File: src/rtl/rv_pkg.sv
// Shared definitions for the data bus: bus widths, slave address map and FSM states.
package rv_pkg;

    localparam int unsigned XLEN    = 32;
    localparam int unsigned BE_W    = XLEN / 8;
    localparam int unsigned MAX_SLV = 8;
    localparam int unsigned SEL_W   = 3;
    localparam int unsigned TMR_W   = 16;

    // Slaves 2 and 3 overlap at 0xA000_0000..0xA00F_FFFF; the lower index owns that window.
    localparam logic [XLEN-1:0] SLV_BASE [MAX_SLV] = '{
        32'h0000_0000, 32'h8000_0000, 32'hA000_0000, 32'hA000_0000,
        32'hB000_0000, 32'hC000_0000, 32'hD000_0000, 32'hE000_0000
    };

    localparam logic [XLEN-1:0] SLV_MASK [MAX_SLV] = '{
        32'hF000_0000, 32'hFFF0_0000, 32'hFFF0_0000, 32'hFF00_0000,
        32'hF000_0000, 32'hF000_0000, 32'hF000_0000, 32'hF000_0000
    };

    typedef enum logic [1:0] {
        IDLE = 2'd0,
        WAIT = 2'd1,
        ERR  = 2'd2
    } bus_state_e;

endpackage

File: src/rtl/rv_addr_decode.sv
// Combinational address decoder: flags a hit and returns the lowest matching slave index.
//   addr : host address
//   hit  : at least one slave window matches
//   idx  : index of the lowest-numbered matching slave (0 when no hit)
module rv_addr_decode
    import rv_pkg::*;
#(
    parameter int unsigned NSLV = 4
) (
    input  logic [XLEN-1:0]  addr,
    output logic             hit,
    output logic [SEL_W-1:0] idx
);

    // Scan from the top down so the last assignment, the lowest index, wins.
    always_comb begin
        hit = 1'b0;
        idx = '0;
        for (int k = int'(NSLV) - 1; k >= 0; k--) begin
            if ((addr & SLV_MASK[k]) == SLV_BASE[k]) begin
                hit = 1'b1;
                idx = SEL_W'(k);
            end
        end
    end

endmodule

File: src/rtl/rv_data_bus.sv
// Single-outstanding host-to-slave data bus with address decode, response timeout and
// error responses for unmapped addresses.
//   clk_i, rst_i            : clock, synchronous active-high reset
//   data_req/we/be/addr/wdata_i : host request
//   data_gnt_o              : request accepted this cycle (FSM idle)
//   data_rvalid/rdata/err_o : host response, one-cycle pulse
//   data_req_o (one-hot), data_we/be/addr/wdata_o : forwarded slave request
//   data_rvalid_i, data_rdata_i : per-slave response
//   busy_o                  : transaction in flight
module rv_data_bus
    import rv_pkg::*;
#(
    parameter int unsigned NSLV    = 4,
    parameter int unsigned TIMEOUT = 255
) (
    input  logic                 clk_i,
    input  logic                 rst_i,
    input  logic                 data_req_i,
    input  logic                 data_we_i,
    input  logic [BE_W-1:0]      data_be_i,
    input  logic [XLEN-1:0]      data_addr_i,
    input  logic [XLEN-1:0]      data_wdata_i,
    output logic                 data_gnt_o,
    output logic                 data_rvalid_o,
    output logic [XLEN-1:0]      data_rdata_o,
    output logic                 data_err_o,
    output logic [NSLV-1:0]      data_req_o,
    output logic                 data_we_o,
    output logic [BE_W-1:0]      data_be_o,
    output logic [XLEN-1:0]      data_addr_o,
    output logic [XLEN-1:0]      data_wdata_o,
    input  logic [NSLV-1:0]      data_rvalid_i,
    input  logic [NSLV*XLEN-1:0] data_rdata_i,
    output logic                 busy_o
);

    bus_state_e       state;
    logic [NSLV-1:0]  sel_oh;
    logic [TMR_W-1:0] timer;

    logic             dec_hit;
    logic [SEL_W-1:0] dec_idx;
    logic             rsp_valid;
    logic [XLEN-1:0]  rsp_data;

    rv_addr_decode #(.NSLV(NSLV)) u_decode (
        .addr (data_addr_i),
        .hit  (dec_hit),
        .idx  (dec_idx)
    );

    // Only the selected slave's response is visible; others are masked off.
    always_comb begin
        rsp_valid = |(data_rvalid_i & sel_oh);
        rsp_data  = '0;
        for (int k = 0; k < int'(NSLV); k++) begin
            if (sel_oh[k]) begin
                rsp_data = data_rdata_i[k*XLEN +: XLEN];
            end
        end
    end

    assign data_gnt_o = (state == IDLE);
    assign busy_o     = (state != IDLE);

    // Bus FSM with registered slave request and host response.
    always_ff @(posedge clk_i) begin
        if (rst_i) begin
            state         <= IDLE;
            sel_oh        <= '0;
            timer         <= '0;
            data_req_o    <= '0;
            data_we_o     <= 1'b0;
            data_be_o     <= '0;
            data_addr_o   <= '0;
            data_wdata_o  <= '0;
            data_rvalid_o <= 1'b0;
            data_err_o    <= 1'b0;
            data_rdata_o  <= '0;
        end else begin
            data_req_o    <= '0;
            data_rvalid_o <= 1'b0;
            data_err_o    <= 1'b0;
            case (state)
                IDLE: begin
                    if (data_req_i) begin
                        if (dec_hit) begin
                            state        <= WAIT;
                            sel_oh       <= NSLV'(1'b1) << dec_idx;
                            data_req_o   <= NSLV'(1'b1) << dec_idx;
                            data_we_o    <= data_we_i;
                            data_be_o    <= data_be_i;
                            data_addr_o  <= data_addr_i - SLV_BASE[dec_idx];
                            data_wdata_o <= data_wdata_i;
                            timer        <= '0;
                        end else begin
                            state <= ERR;
                        end
                    end
                end
                WAIT: begin
                    // A response in the final timer cycle still beats the timeout.
                    if (rsp_valid) begin
                        data_rvalid_o <= 1'b1;
                        data_rdata_o  <= rsp_data;
                        state         <= IDLE;
                    end else if (timer == TMR_W'(TIMEOUT - 1)) begin
                        data_rvalid_o <= 1'b1;
                        data_err_o    <= 1'b1;
                        data_rdata_o  <= '0;
                        state         <= IDLE;
                    end else begin
                        timer <= timer + TMR_W'(1);
                    end
                end
                ERR: begin
                    data_rvalid_o <= 1'b1;
                    data_err_o    <= 1'b1;
                    data_rdata_o  <= '0;
                    state         <= IDLE;
                end
                default: state <= IDLE;
            endcase
        end
    end

endmodule

File: config.mk
export PLATFORM = sky130hd
export DESIGN_NAME = rv_data_bus
export DESIGN_NICKNAME = d
export VERILOG_FILES = /design/src/rtl/rv_pkg.sv /design/src/rtl/rv_addr_decode.sv /design/src/rtl/rv_data_bus.sv
export SDC_FILE = /design/constraint.sdc
export NUM_CORES = 1
export LEC_CHECK = 0
export ABC_AREA = 1
export ABC_CLOCK_PERIOD_IN_PS = 2550
export BUFFER_PORTS_ARGS = -buffer_cell sky130_fd_sc_hd__buf_2
export CORE_MARGIN = 10
export CORE_UTILIZATION = 50
export DETAILED_ROUTE_END_ITERATION = 16
export PLACE_DENSITY = 0.91
export SYNTH_ARGS = -nofsm -noshare
export SYNTH_HDL_FRONTEND = slang
export SYNTH_SLANG_ARGS = --single-unit
export TNS_END_PERCENT = 20
File: constraint.sdc
create_clock -name clk_i -period 2.55 [get_ports clk_i]
set_clock_uncertainty 0.05 [all_clocks]
set_input_delay 0.51 -clock clk_i [delete_from_list [all_inputs] [get_ports clk_i]]
set_output_delay 0.51 -clock clk_i [all_outputs]
set_load 0.03 [all_outputs]
### Yosys cells after proc, flatten, opt, wreduce, memory -nomap -nowiden

Memories as Yosys holds them, arrays and structs flattened.
Index checks and enable logic that the tools add are counted.

| operators by class | value |
|---|---|
| muxes and demuxes | 32 |
| $lt $le $gt $ge | 1 |
| reduce and logical (&&, ||, !) cells | 11 |
| shift operators | 1 |
| equal/unequal tests | 11 |
| bitwise logic cells | 5 |
| $add $sub $neg | 2 |

Operators by type and width:

| operator | number |
|---|---|
| 32-bit two-way mux | 8 |
| 16-bit two-way mux | 4 |
| 32-bit case mux with 2 select lines | 1 |
| 32-bit zero test | 1 |
| 16-bit case mux with 2 select lines | 1 |
| 32-bit subtractor | 1 |
| 12-bit == test (second input constant) | 2 |
| 16-bit by 1-bit adder with 16-bit output (second input constant) | 1 |
| 16-bit by 8-bit == test with 1-bit output (second input constant) | 1 |
| 2-bit two-way mux | 6 |
| 8-bit == test (second input constant) | 1 |
| 4-bit OR reduction | 2 |
| 1-bit two-way mux | 7 |
| 3-bit two-way mux | 2 |
| 2-bit != test (second input constant) | 3 |
| 2-bit nonzero test | 3 |
| 5-bit AND reduction | 1 |
| 4-bit AND | 1 |
| 4-bit greater-or-equal comparator (second input constant) | 1 |
| 3-bit NOT with 4-bit output | 1 |
| 1-bit case mux with 2 select lines | 2 |
| 2-bit case mux with 2 select lines | 1 |
| 2-bit AND reduction | 2 |
| 1-bit by 3-bit << shifter with 4-bit output (first input constant) | 1 |
| other kinds (7) | 9 |

| storage, ports and cells | value |
|---|---|
| ROM bits | 256 |
| memories | 1 |
| bits of input ports | 204 |
| logic and storage cells | 75 |
| register bits after elaboration | 129 |

Memory list:

| name | depth | width | rd ports | clocked after memory_dff | write ports | line | source |
|---|---|---|---|---|---|---|---|
| (no name shown) | 8 | 32 | 1 | 0 | 0 | rv_data_bus.sv:93 | `data_addr_o <= data_addr_i - SLV_BASE[dec_idx];` |

### Depth between registers and ports, before layout

Gate-level depths: netlist (run 1).

| depth | value |
|---|---|
| depth in word-level cells | 10 |
| depth in mapped cells | 12 |
| mapped depth without buffers | 11 |

### Modules after synthesis

Synthesis (run 1) repeated with hierarchy kept, for this count alone.

| unflattened totals | value |
|---|---|
| cells, all modules | 1051 |
| area, all modules | 6749.0 um2 |

By module, submodules not included:

| module | cells each | area each (um2) | sequential area each (um2) | instances |
|---|---|---|---|---|
| rv_data_bus | 1026 | 6646.4 | 2582.5 | 1 |
| rv_addr_decode | 25 | 102.6 | 0.0 | 1 |

### Least setup slack after synthesis (run 1)

No wires, ideal clock.

| path | value |
|---|---|
| path kind | register to register |
| from | register state[0] |
| to | register timer[11] |
| data arrival time | 1.876 ns |
| setup time | 0.070 ns |
| cell stages (with the launch flop) | 9 |
| path slack | 0.553 ns |
| required time | 2.430 ns |
| cells stage by stage | dfxtp_1 -> inv_1 -> ha_1 -> inv_1 -> or2_2 -> nand3_4 -> buf_6 -> nand2_1 -> a21oi_1 |

| between the ends | value |
|---|---|
| word-level cells in the longest chain between the ends | 3 |
| elaborated cells on any way between the ends | 9 |
| those cells by class | eq/ne (5); mux (1); reduce/logical (3) |

RTL lines:

| item | line | source |
|---|---|---|
| from (decl) | rv_data_bus.sv:37 | `bus_state_e state;` |
| from (signal assigned) | rv_data_bus.sv:69 | `state <= IDLE;` |
| from (signal assigned) | rv_data_bus.sv:88 | `state <= WAIT;` |
| from (signal assigned) | rv_data_bus.sv:97 | `state <= ERR;` |
| 2-bit zero test * | - |  |
| via data_gnt_o | rv_data_bus.sv:23 | `output logic data_gnt_o,` |
| 2-bit by 1-bit != test with 1-bit output (no line) (tied with other cells) | - |  |
| 5-bit AND reduction (no line) | - |  |
| to (signal assigned) | rv_data_bus.sv:113 | `timer <= timer + TMR_W'(1);` |
| to (decl) | rv_data_bus.sv:39 | `logic [TMR_W-1:0] timer;` |

The timed path passes the listed nets; every way through them passes the cells marked *.
A chain may end at the register's enable or synchronous reset.

### Final worst setup path (run 1)

| path | value |
|---|---|
| from | register state[0] |
| to | register data_rdata_o[12] |

| between the ends | value |
|---|---|
| word-level cells in the longest chain between the ends | 3 |
| elaborated cells on any way between the ends | 6 |
| those cells by class | eq/ne (3); mux (1); reduce/logical (2) |

RTL lines:

| item | line | source |
|---|---|---|
| 2-bit by 1-bit == test with 1-bit output / 2-bit == test (equally long branches) | rv_data_bus.sv:84 | `case (state)` |
| 3-bit != test (no line) / 2-bit nonzero test (equally long branches) | - |  |
| 2-bit AND reduction (no line) | - |  |
| to (signal assigned) | rv_data_bus.sv:105 | `data_rdata_o <= rsp_data;` |
| to (decl) | rv_data_bus.sv:25 | `output logic [XLEN-1:0] data_rdata_o,` |

Several ways; a longest one is shown, not always the timed one.

==> results of run 1 <==
[flip-flops by register name, indices dropped and copies added, names as in the netlist]
name,count
data_addr_o,32
data_rdata_o,32
data_wdata_o,32
timer,16
data_be_o,4
data_req_o,4
sel_oh,4
state,2
data_err_o,1
data_rvalid_o,1
data_we_o,1
[worst paths after layout]
check | start | to | slack, ns | cells past startpoint
max | state[0]$_SDFFE_PP0P_ | data_rdata_o[12]$_SDFFE_PP0P_ | 0.29 | 7
min | data_addr_i[16] | data_addr_o[16]$_SDFFE_PP0P_ | 0.23 | 3
max reg2reg | state[0]$_SDFFE_PP0P_ | data_rdata_o[12]$_SDFFE_PP0P_ | 0.29 | 7
min reg2reg | data_addr_o[28]$_SDFFE_PP0P_ | data_addr_o[28]$_SDFFE_PP0P_ | 0.38 | 2
[stage by stage]
| stage | hold WS (ns) | cells | total power, mW | cell area, um^2 |
|---|---|---|---|---|
| floorplan | 0.418 | 908 | 2.61 | 6270 |
| global placement | 0.373 | 1343 | 2.88 | 7860 |
| detailed placement | 0.377 | 1343 | 2.90 | 7860 |
| CTS | 0.212 | 1375 | 5.25 | 8440 |
| global route | 0.229 | 1377 | 5.42 | 8450 |
| finish | 0.226 | 1377 | 5.23 | 8450 |
[synth_stat cells, drive strengths merged, types with 5 or more instances]
cell type    n  area (um^2)
a21oi       96          480
buf         40          245
clkbuf      18         67.6
dfxtp      129         2580
ha           7         87.6
inv         27          104
nand2      315         1200
nand3       27          165
nand4        6         52.6
nor2       139          551
nor3         6         30.0
o211ai      19          143
o21a         8         60.1
o21ai       19          106
o21bai       5         37.5
o31ai       33          248
xor2         5         43.8
[logic make-up (layout without fill, tap and decap cells)]
family / after synthesis / after routing / synth area share (%)
xor gates and xnor gates: 7 / 7 / 0.978
adders and majority gates: 7 / 7 / 1.40
other: 0 / 2 / 0
and+or+nand+nor: 496 / 496 / 32.2
buffers and inverters: 86 / 385 / 6.71
AOI/OAI and AO/OA: 183 / 183 / 17.5
DFF: 129 / 129 / 41.2
[metal layers]
metal / track usage [%] / wire length, um / up-vias
li1: - / - / 3538
met1: 28.8 / 8880 / 3227
met2: 44.5 / 11900 / 343
met3: 9.98 / 2320 / 53
met4: 10.8 / 717 / 0
met5: 0 / 0 / -
[where the power goes]
group	switching (mW)	leakage, nW	internal [mW]
Sequential	0.0398	1.05	2.09
Clock	0.951	0.279	1.41
Combinational	0.482	2.95	0.254
Total	1.47	4.28	3.76
[cell type report]
| cell class | count | share of cell area (%) |
|---|---|---|
| flip-flops and latches | 129 | 30.6 |
| inverters | 28 | 1.27 |
| repair buffers | 325 | 20.1 |
| clock buffers | 20 | 5.41 |
| clock inverters | 12 | 1.47 |
| multi-input cells | 693 | 38.6 |
| diodes | 2 | 0.0592 |
| well taps | 168 | 2.49 |
[worst max-delay path, delay by kind of cell, from the launching register on]
kind                       cells  cell delay, ns
AOI/OAI and AO/OA              1            0.56
buffers and inverters          2            0.42
and+or+nand+nor                3            0.41
adders and majority gates      1            0.38
DFF                            1            0.35
==> impl_metrics.yaml, run 1 <==
timing:
  finalSetupViolations: 0
  period_needed_ns: 2.26
  slew_violations: 0
  hold_violations: 0
  worstMarginPinSlew_ns: 0.644
  setup_slack_ns: 0.289
  fin_tns_setup_ns: 0
  slew_headroom_pct: 57.0
  rsz0062_at_grt: "false"
  fmax_ghz: 0.442
  post-route-period-util_pct: 88.7
worst_hold_path:
  hold_path_class: "in -> reg"
placed_design:
  dp_slack_ns: 0.326
  port_buffers: 312
  place_hpwl_um: 17600
  gp_congestion: 0.907
floorplanning:
  ios: 313
  design.die.area_um2: 17400
  rows: 40
  coreArea_um2: 12200
  die_width_um: 132
  die_y_um: 132
  start_util_pct: 51.5
cells_and_area:
  layout_commonest_cell: "buf_2"
  final_util_pct: 69.5
  area_growth_syn_to_layout_pct: 34.8
  final.fill_count: 1007
  multi_input_area_um2: 3270
  final_cell_mix: "312 x buf_2, 309 x nand2_1, 135 x nor2_1"
  final_nets: 1405
  seq_area_um2: 2580
  drive_gt1_share_pct: 31.4
yosys:
  ys_ff_latch: 129
  synth-async-reset-ratio_pct: 0
  synth_area_um2: 6270
  yosysUniqueCellTypes: 38
  syn_inst: 908
  synth-seq-area-share_pct: 41.2
  synth_flop_cell: "dfxtp_1"
  synth_edf_count: 0
  yosysWarnings: 0
  syn_avg_cell_area_um2: 6.90
  syn-num-nets: 1119
setup_path:
  arrival_ns: 2.55
  path_cells: "inv_1, ha_1, o21ai_4, inv_4, nand2_1, nand2_1, nor2_1"
  cpPeakStageDelay_ns: 0.56
  critPathSlowestCell: "o21ai_4"
  critPathCaptureType: "register"
  criticalPathCategory: "reg -> reg"
  startpoint_type: "register"
  worst-path-max-fanout: 50
  crit_top_cell: "nand2_1"
  crit_required_ns: 2.84
grt:
  grt_pass1_vias: 7095
  grt_max_degree: 66
  grt_pass1_wl_um: 37500
  grt_usage_pct: 26.3
  grt_overflow: 0
  antenna_found_initial: 2
run_status:
  status: "finished clean"
clock_tree:
  cts_resized: 0
  clk_latency_ns: 0.42
  clock-root-buffer: "clkbuf_16"
  htree_levels: 4
  cts.sinks: 129
  cts_tree: "built"
  path_clk_slew_ns: 0.06
  clockBufferDepth: 2
  cts-buffers-inserted: 17
  cts_setup_buffers: 0
  ctsHoldBuffers: 0
drt:
  totalWireLength_um: 23800
  ant_nets: 0
  vias: 7161
  drc: 0
  vias_per_cell: 5.20
  drt-wirelength-per-cell_um: 17.3
  drt_iter0_drc: 708
  dr.pass1.iters: 5
pwr:
  power_density_nw_per_um2: 619
  ir_worst_vdd_mv: 0.477
  p_leak_nw: 4.28
run:
  cap_violations: 0
Power figures use the tool's default switching activity.
==> run 2, diff against run 1 <==
--- a/config.mk
+++ b/config.mk
@@ -8,10 +8,12 @@
 export ABC_AREA = 1
 export ABC_CLOCK_PERIOD_IN_PS = 2550
 export BUFFER_PORTS_ARGS = -buffer_cell sky130_fd_sc_hd__buf_2
+export CELL_PAD_IN_SITES_DETAIL_PLACEMENT = 2
+export CELL_PAD_IN_SITES_GLOBAL_PLACEMENT = 2
 export CORE_MARGIN = 10
-export CORE_UTILIZATION = 50
+export CORE_UTILIZATION = 25
 export DETAILED_ROUTE_END_ITERATION = 16
-export PLACE_DENSITY = 0.91
+export PLACE_DENSITY = 0.9
 export SYNTH_ARGS = -nofsm -noshare
 export SYNTH_HDL_FRONTEND = slang
 export SYNTH_SLANG_ARGS = --single-unit
==> run 2 against run 1 <==
  * Combinational power up 5.3%
  * Largest power group unchanged
  * Wire length increased by 27%
  * Highest routed layer unchanged
  * Critical path type unchanged
  * Worst hold slack got worse by 0.0028 ns
==> impl_metrics.yaml, run 2 (synthesis results as in run 1) <==
pwr:
  p_leak_nw: 4.32
  power_density_nw_per_um2: 624
  totalPowerFinal_mw: 5.43
  ir_worst_vdd_mv: 0.373
run_status:
  status: "finished clean"
timing:
  slew_headroom_pct: 51.9
  setup_slack_ns: 0.355
  post-route-period-util_pct: 86.1
  rsz0062_at_grt: "false"
  period_needed_ns: 2.20
  worstMarginPinSlew_ns: 0.720
  fmax_ghz: 0.455
  fin_tns_setup_ns: 0
  finalSetupViolations: 0
  slew_violations: 0
  hold_violations: 0
setup_path:
  worst-path-max-fanout: 50
  crit_required_ns: 2.81
  rrSetupSlack_ns: 0.35
  arrival_ns: 2.46
  worstPathBufferInverterCount: 2
  critical-path-top-delay-family: "compound AO/OA/AOI/OAI gates"
  path_cells: "inv_1, ha_1, o21ai_4, inv_4, o21ai_1, nor2_1"
  startpoint_type: "register"
  r2r-end: "data_rdata_o[25]$_SDFFE_PP0P_"
  critPathCaptureType: "register"
  reg2reg_depth: 6
  cpPeakStageDelay_ns: 0.56
  critPathSlowestCell: "o21ai_4"
  r2r-start: "state[0]$_SDFFE_PP0P_"
  criticalPathCategory: "reg -> reg"
placed_design:
  placedCellCount: 1503
  place_hpwl_um: 23100
  dp_slack_ns: 0.214
  gp_congestion: 0.820
  port_buffers: 312
floorplanning:
  coreArea_um2: 24500
  die_width_um: 178
  design.die.area_um2: 31800
  ios: 313
  die_y_um: 178
  rows: 57
  start_util_pct: 25.6
worst_hold_path:
  holdPathEnd: "data_addr_o[7]$_SDFFE_PP0P_"
  hold_depth: 3
  hold_path_class: "in -> reg"
  hp-start: "data_addr_i[7]"
clock_tree:
  cts_tree: "built"
  cts_setup_buffers: 0
  cts-buffers-inserted: 17
  cts.sinks: 129
  ctsHoldBuffers: 0
  clock-root-buffer: "clkbuf_16"
  htree_levels: 4
  clockBufferDepth: 2
  cts_resized: 0
  path_clk_slew_ns: 0.07
  clk_latency_ns: 0.42
drt:
  drc: 0
  drt-wirelength-per-cell_um: 19.5
  ant_nets: 0
  vias_per_cell: 4.75
  dr.pass1.iters: 5
  drt_iter0_drc: 365
  totalWireLength_um: 30100
  vias: 7318
run:
  cap_violations: 0
grt:
  grt_pass1_vias: 8194
  grt_usage_pct: 18.3
  grt_max_degree: 69
  antenna_found_initial: 5
  grt_pass1_wl_um: 46000
  grt_overflow: 0
cells_and_area:
  reg.largest.list: "data_addr_o x32, data_rdata_o x32, data_wdata_o x32"
  final_cell_mix: "312 x buf_2, 309 x nand2_1, 135 x nor2_1"
  final_util_pct: 35.6
  drive_gt1_share_pct: 31.7
  final_nets: 1409
  final.fill_count: 2976
  area_growth_syn_to_layout_pct: 38.9
  layout_commonest_cell: "buf_2"
  stdcell_count: 1542
run 2: changes by cell type in the layout (fill, tap and decap cells not counted), moves of 2 or more:
cell / previous run / this run
diode_2: 2 / 7
inv_8: 0 / 5
buf_4: 10 / 14
clkinv_4: 4 / 1
clkbuf_8: 2 / 0
clkinvlp_4: 2 / 0
inv_6: 5 / 7
run 2: where the power goes:
part | total [mW] | internal, mW | switching [mW]
Clock | 2.53 | 1.41 | 1.12
Sequential | 2.13 | 2.09 | 0.0375
Combinational | 0.775 | 0.262 | 0.512
Total | 5.43 | 3.76 | 1.67
run 2: worst max path at each step:
stage | slack (ns) | end | startpoint | cells after the start
after floorplan | 0.55 | timer[11]$_SDFFE_PP0P_ | state[0]$_SDFFE_PP0P_ | 8
after global placement | 0.31 | data_wdata_o[20]$_SDFFE_PP0P_ | data_addr_i[25] | 12
after detailed placement | 0.21 | data_be_o[1]$_SDFFE_PP0P_ | data_addr_i[25] | 12
after CTS | 0.32 | data_rdata_o[6]$_SDFFE_PP0P_ | state[0]$_SDFFE_PP0P_ | 6
after global routing | 0.15 | data_rdata_o[21]$_SDFFE_PP0P_ | state[0]$_SDFFE_PP0P_ | 6
final | 0.35 | data_rdata_o[25]$_SDFFE_PP0P_ | state[0]$_SDFFE_PP0P_ | 6
run 2: stage by stage:
stage               instance area, um^2  hold WS, ns
CTS                                8690        0.212
detailed placement                 8090        0.384
finish                             8700        0.224
global route                       8700        0.216
floorplan                          6270        0.418
global placement                   8090        0.373
run 2: cell type report:
class,count,area (um^2),area share (%)
well taps,324,405,4.66
diodes,7,17.5,0.201
inverters,28,108,1.24
multi-input cells,693,3270,37.5
clock buffers,17,425,4.89
flip-flops and latches,129,2580,29.7
clock inverters,15,173,1.98
repair buffers,329,1730,19.8
run 2: per-layer routing:
| layer | global-route usage (%) | wire length, um |
|---|---|---|
| met5 | 0 | 0 |
| met4 | 4.93 | 388 |
| met3 | 7.04 | 2490 |
| met2 | 32.4 | 15200 |
| met1 | 20.1 | 12000 |
run 2: tightest hold or removal path, cell delays in order:
cell	delay, ns
buf_2	0.08
nand2_1	0.04
nand2_1	0.05
==> run 3, diff against run 2 <==
--- a/config.mk
+++ b/config.mk
@@ -5,13 +5,12 @@
 export SDC_FILE = /design/constraint.sdc
 export NUM_CORES = 1
 export LEC_CHECK = 0
-export ABC_AREA = 1
 export ABC_CLOCK_PERIOD_IN_PS = 2550
 export BUFFER_PORTS_ARGS = -buffer_cell sky130_fd_sc_hd__buf_2
 export CELL_PAD_IN_SITES_DETAIL_PLACEMENT = 2
 export CELL_PAD_IN_SITES_GLOBAL_PLACEMENT = 2
 export CORE_MARGIN = 10
-export CORE_UTILIZATION = 25
+export CORE_UTILIZATION = 26
 export DETAILED_ROUTE_END_ITERATION = 16
 export PLACE_DENSITY = 0.9
 export SYNTH_ARGS = -nofsm -noshare
==> run 3 against run 2 <==
  * Register-to-register slack got worse by 0.12 ns
  * Fmax fell by 5.1%
  * Utilization rose by 2.2 points
  * Cell count fell by 8.6%
  * Worst hold slack improved by 0.049 ns
  * Sequential share of layout area fell by 0.43 points
  * Wire length fell by 2.2%
  * Die area fell by 4.7%
  * Power fell by 4.2%
  * Largest cell class unchanged
  * Non-clock buffer count rose by 14
  * Critical path depth rose by 1
  * Flip-flop and latch count did not move
==> impl_metrics.yaml, run 3 <==
grt:
  grt_usage_pct: 18.8
  grt_overflow: 0
  grt_busiest_layer: "met2"
  antenna_found_initial: 5
  use_met1_pct: 20.0
  met2_usage_pct: 32.7
  grt_max_degree: 66
  grt_pass1_wl_um: 45800
  use_met3_pct: 8.73
  grt_pass1_vias: 7848
placed_design:
  gp_congestion: 0.819
  placedCellCount: 1376
  place_hpwl_um: 23300
  dpl_cell_area_um2: 8180
  port_buffers: 312
yosys:
  yosysUniqueCellTypes: 52
  synth_most_common_cell: "nand2_1"
  netlist.area_leader.share_pct: 41.8
  syn_inst: 778
  synth-seq-area-share_pct: 41.8
  synth_common_cells: "243 x nand2_1, 129 x dfxtp_1, 86 x a21oi_1"
  synth_area_um2: 6180
  synth_flop_cell: "dfxtp_1"
  yosysWarnings: 0
  synth-async-reset-ratio_pct: 0
  synth.area.top_cells: "dfxtp_1 42%, nand2_1 15%, a21oi_1 7.0%, mux2i_1 5.5%, o31ai_1 5.0%"
  synth_edf_count: 0
  syn-num-nets: 989
  syn_avg_cell_area_um2: 7.94
  ys_ff_latch: 129
  synth_largest_area_cell: "dfxtp_1"
cells_and_area:
  final_cell_mix: "312 x buf_2, 243 x nand2_1, 127 x dfxtp_1"
  area_growth_syn_to_layout_pct: 43.1
  final_nets: 1287
  final_util_pct: 37.8
  stdcell_count: 1410
  drive_gt1_share_pct: 35.9
  layout_commonest_cell: "buf_2"
  reg.largest.list: "data_addr_o x32, data_rdata_o x32, data_wdata_o x32"
  fin_area_um2: 8840
  final.fill_count: 2730
run_status:
  status: "finished clean"
clock_tree:
  cts_tree: "built"
  clockBufferDepth: 2
  clk_latency_ns: 0.42
  cts_resized: 0
  htree_levels: 4
  clock-root-buffer: "clkbuf_16"
  cts-buffers-inserted: 17
  cts_setup_buffers: 0
  cts.sinks: 129
  ctsHoldBuffers: 0
  path_clk_slew_ns: 0.07
drt:
  drt_iter0_drc: 318
  dr.pass1.iters: 4
  drc: 0
  drt-wirelength-per-cell_um: 20.9
  vias: 7057
  ant_nets: 0
  totalWireLength_um: 29400
  vias_per_cell: 5.00
timing:
  post-route-period-util_pct: 90.7
  slew_violations: 0
  worstMarginPinSlew_ns: 0.647
  rsz0062_at_grt: "false"
  slew_headroom_pct: 56.8
  fin_tns_setup_ns: 0
  hold_violations: 0
  finalSetupViolations: 0
  fmax_ghz: 0.432
  period_needed_ns: 2.31
worst_hold_path:
  hold_path_class: "in -> reg"
setup_path:
  worst-path-max-fanout: 32
  critPathCaptureType: "register"
  path_cells: "or4b_1, nor4_2, buf_4, o21ai_1, o21ai_4, buf_12, mux2i_1"
  cpPeakStageDelay_ns: 0.57
  crit_required_ns: 2.83
  critPathSlowestCell: "or4b_1"
  criticalPathCategory: "reg -> reg"
  startpoint_type: "register"
  arrival_ns: 2.60
floorplanning:
  start_util_pct: 26.4
  coreArea_um2: 23400
  die_y_um: 174
  die_width_um: 174
  ios: 313
  design.die.area_um2: 30300
  rows: 56
run:
  cap_violations: 0
pwr:
  totalPowerFinal_mw: 5.20
  power_density_nw_per_um2: 588
  ir_worst_vdd_mv: 0.414
  p_leak_nw: 3.71
run 3: changes by cell type after synthesis, sizes merged, moves of 8 or more:
| cell | delta |
|---|---|
| a21oi | -10 |
| o21ai | -14 |
| buf | -21 |
| nand2 | -72 |
| inv | -16 |
| nand3 | -19 |
| or4 | +9 |
| o31ai | +8 |
| nor2 | -130 |
| nor2b | +33 |
| o211ai | -18 |
| clkbuf | +27 |
| mux2i | +34 |
| a221oi | +32 |
run 3: area by class of cell:
| type | instances | area (um^2) | area share (%) |
|---|---|---|---|
| Multi-Input combinational cell | 573 | 3300 | 37.3 |
| Sequential cell | 129 | 2580 | 29.3 |
| Timing Repair Buffer | 343 | 1860 | 21.0 |
| Clock buffer | 17 | 425 | 4.81 |
| Tap cell | 319 | 399 | 4.52 |
| Clock inverter | 15 | 220 | 2.49 |
| Inverter | 12 | 45.0 | 0.510 |
| Antenna cell | 2 | 5.00 | 0.0566 |
run 3: metrics by stage:
stage | setup WS, ns | hold slack (ns)
after floorplan | 0.295 | 0.397
after global placement | 0.0782 | 0.389
after detailed placement | -0.0234 | 0.398
after CTS | 0.0486 | 0.251
after global routing | 0.00889 | 0.268
final | 0.236 | 0.273
run 3: worst paths after layout:
check                                                    from                             to  slack [ns]  depth (start not counted)
worst min-delay path                          data_addr_i[15]   data_addr_o[15]$_SDFFE_PP0P_        0.27                          3
worst min register to register  data_wdata_o[21]$_SDFFE_PP0P_  data_wdata_o[21]$_SDFFE_PP0P_        0.40                          2
worst max register to register          timer[9]$_SDFFE_PP0P_  data_rdata_o[23]$_SDFFE_PP0P_        0.24                          7
worst max-delay path                    timer[9]$_SDFFE_PP0P_  data_rdata_o[23]$_SDFFE_PP0P_        0.24                          7
run 3: critical path: cells and delay by family (launching register included):
family	cells	cell delay [ns]
simple gates	2	0.89
buf+inv	2	0.44
flops	1	0.38
mux	1	0.25
compound gates	2	0.19
run 3: logic make-up after synthesis:
group | share of synthesized area [%]
AOI/OAI and AO/OA | 20.0
muxes | 5.51
DFF | 41.8
buffers and inverters | 5.37
adders and majority gates | 1.42
xor gates and xnor gates | 0.284
and+or+nand+nor | 25.6
run 3: per-layer routing:
layer	part of all wire, %	wire [um]
met4	1.5	447
met1	40	11600
met2	49	14400
met3	10	2940
met5	0.12	34
run 3: where the power goes:
group          switching (mW)  leakage [nW]  total [mW]  internal [mW]
Clock                    1.03         0.313        2.70           1.67
Sequential            0.00873          1.04        2.04           2.03
Combinational           0.255          2.36       0.456          0.200
Total                    1.30          3.71        5.20           3.90
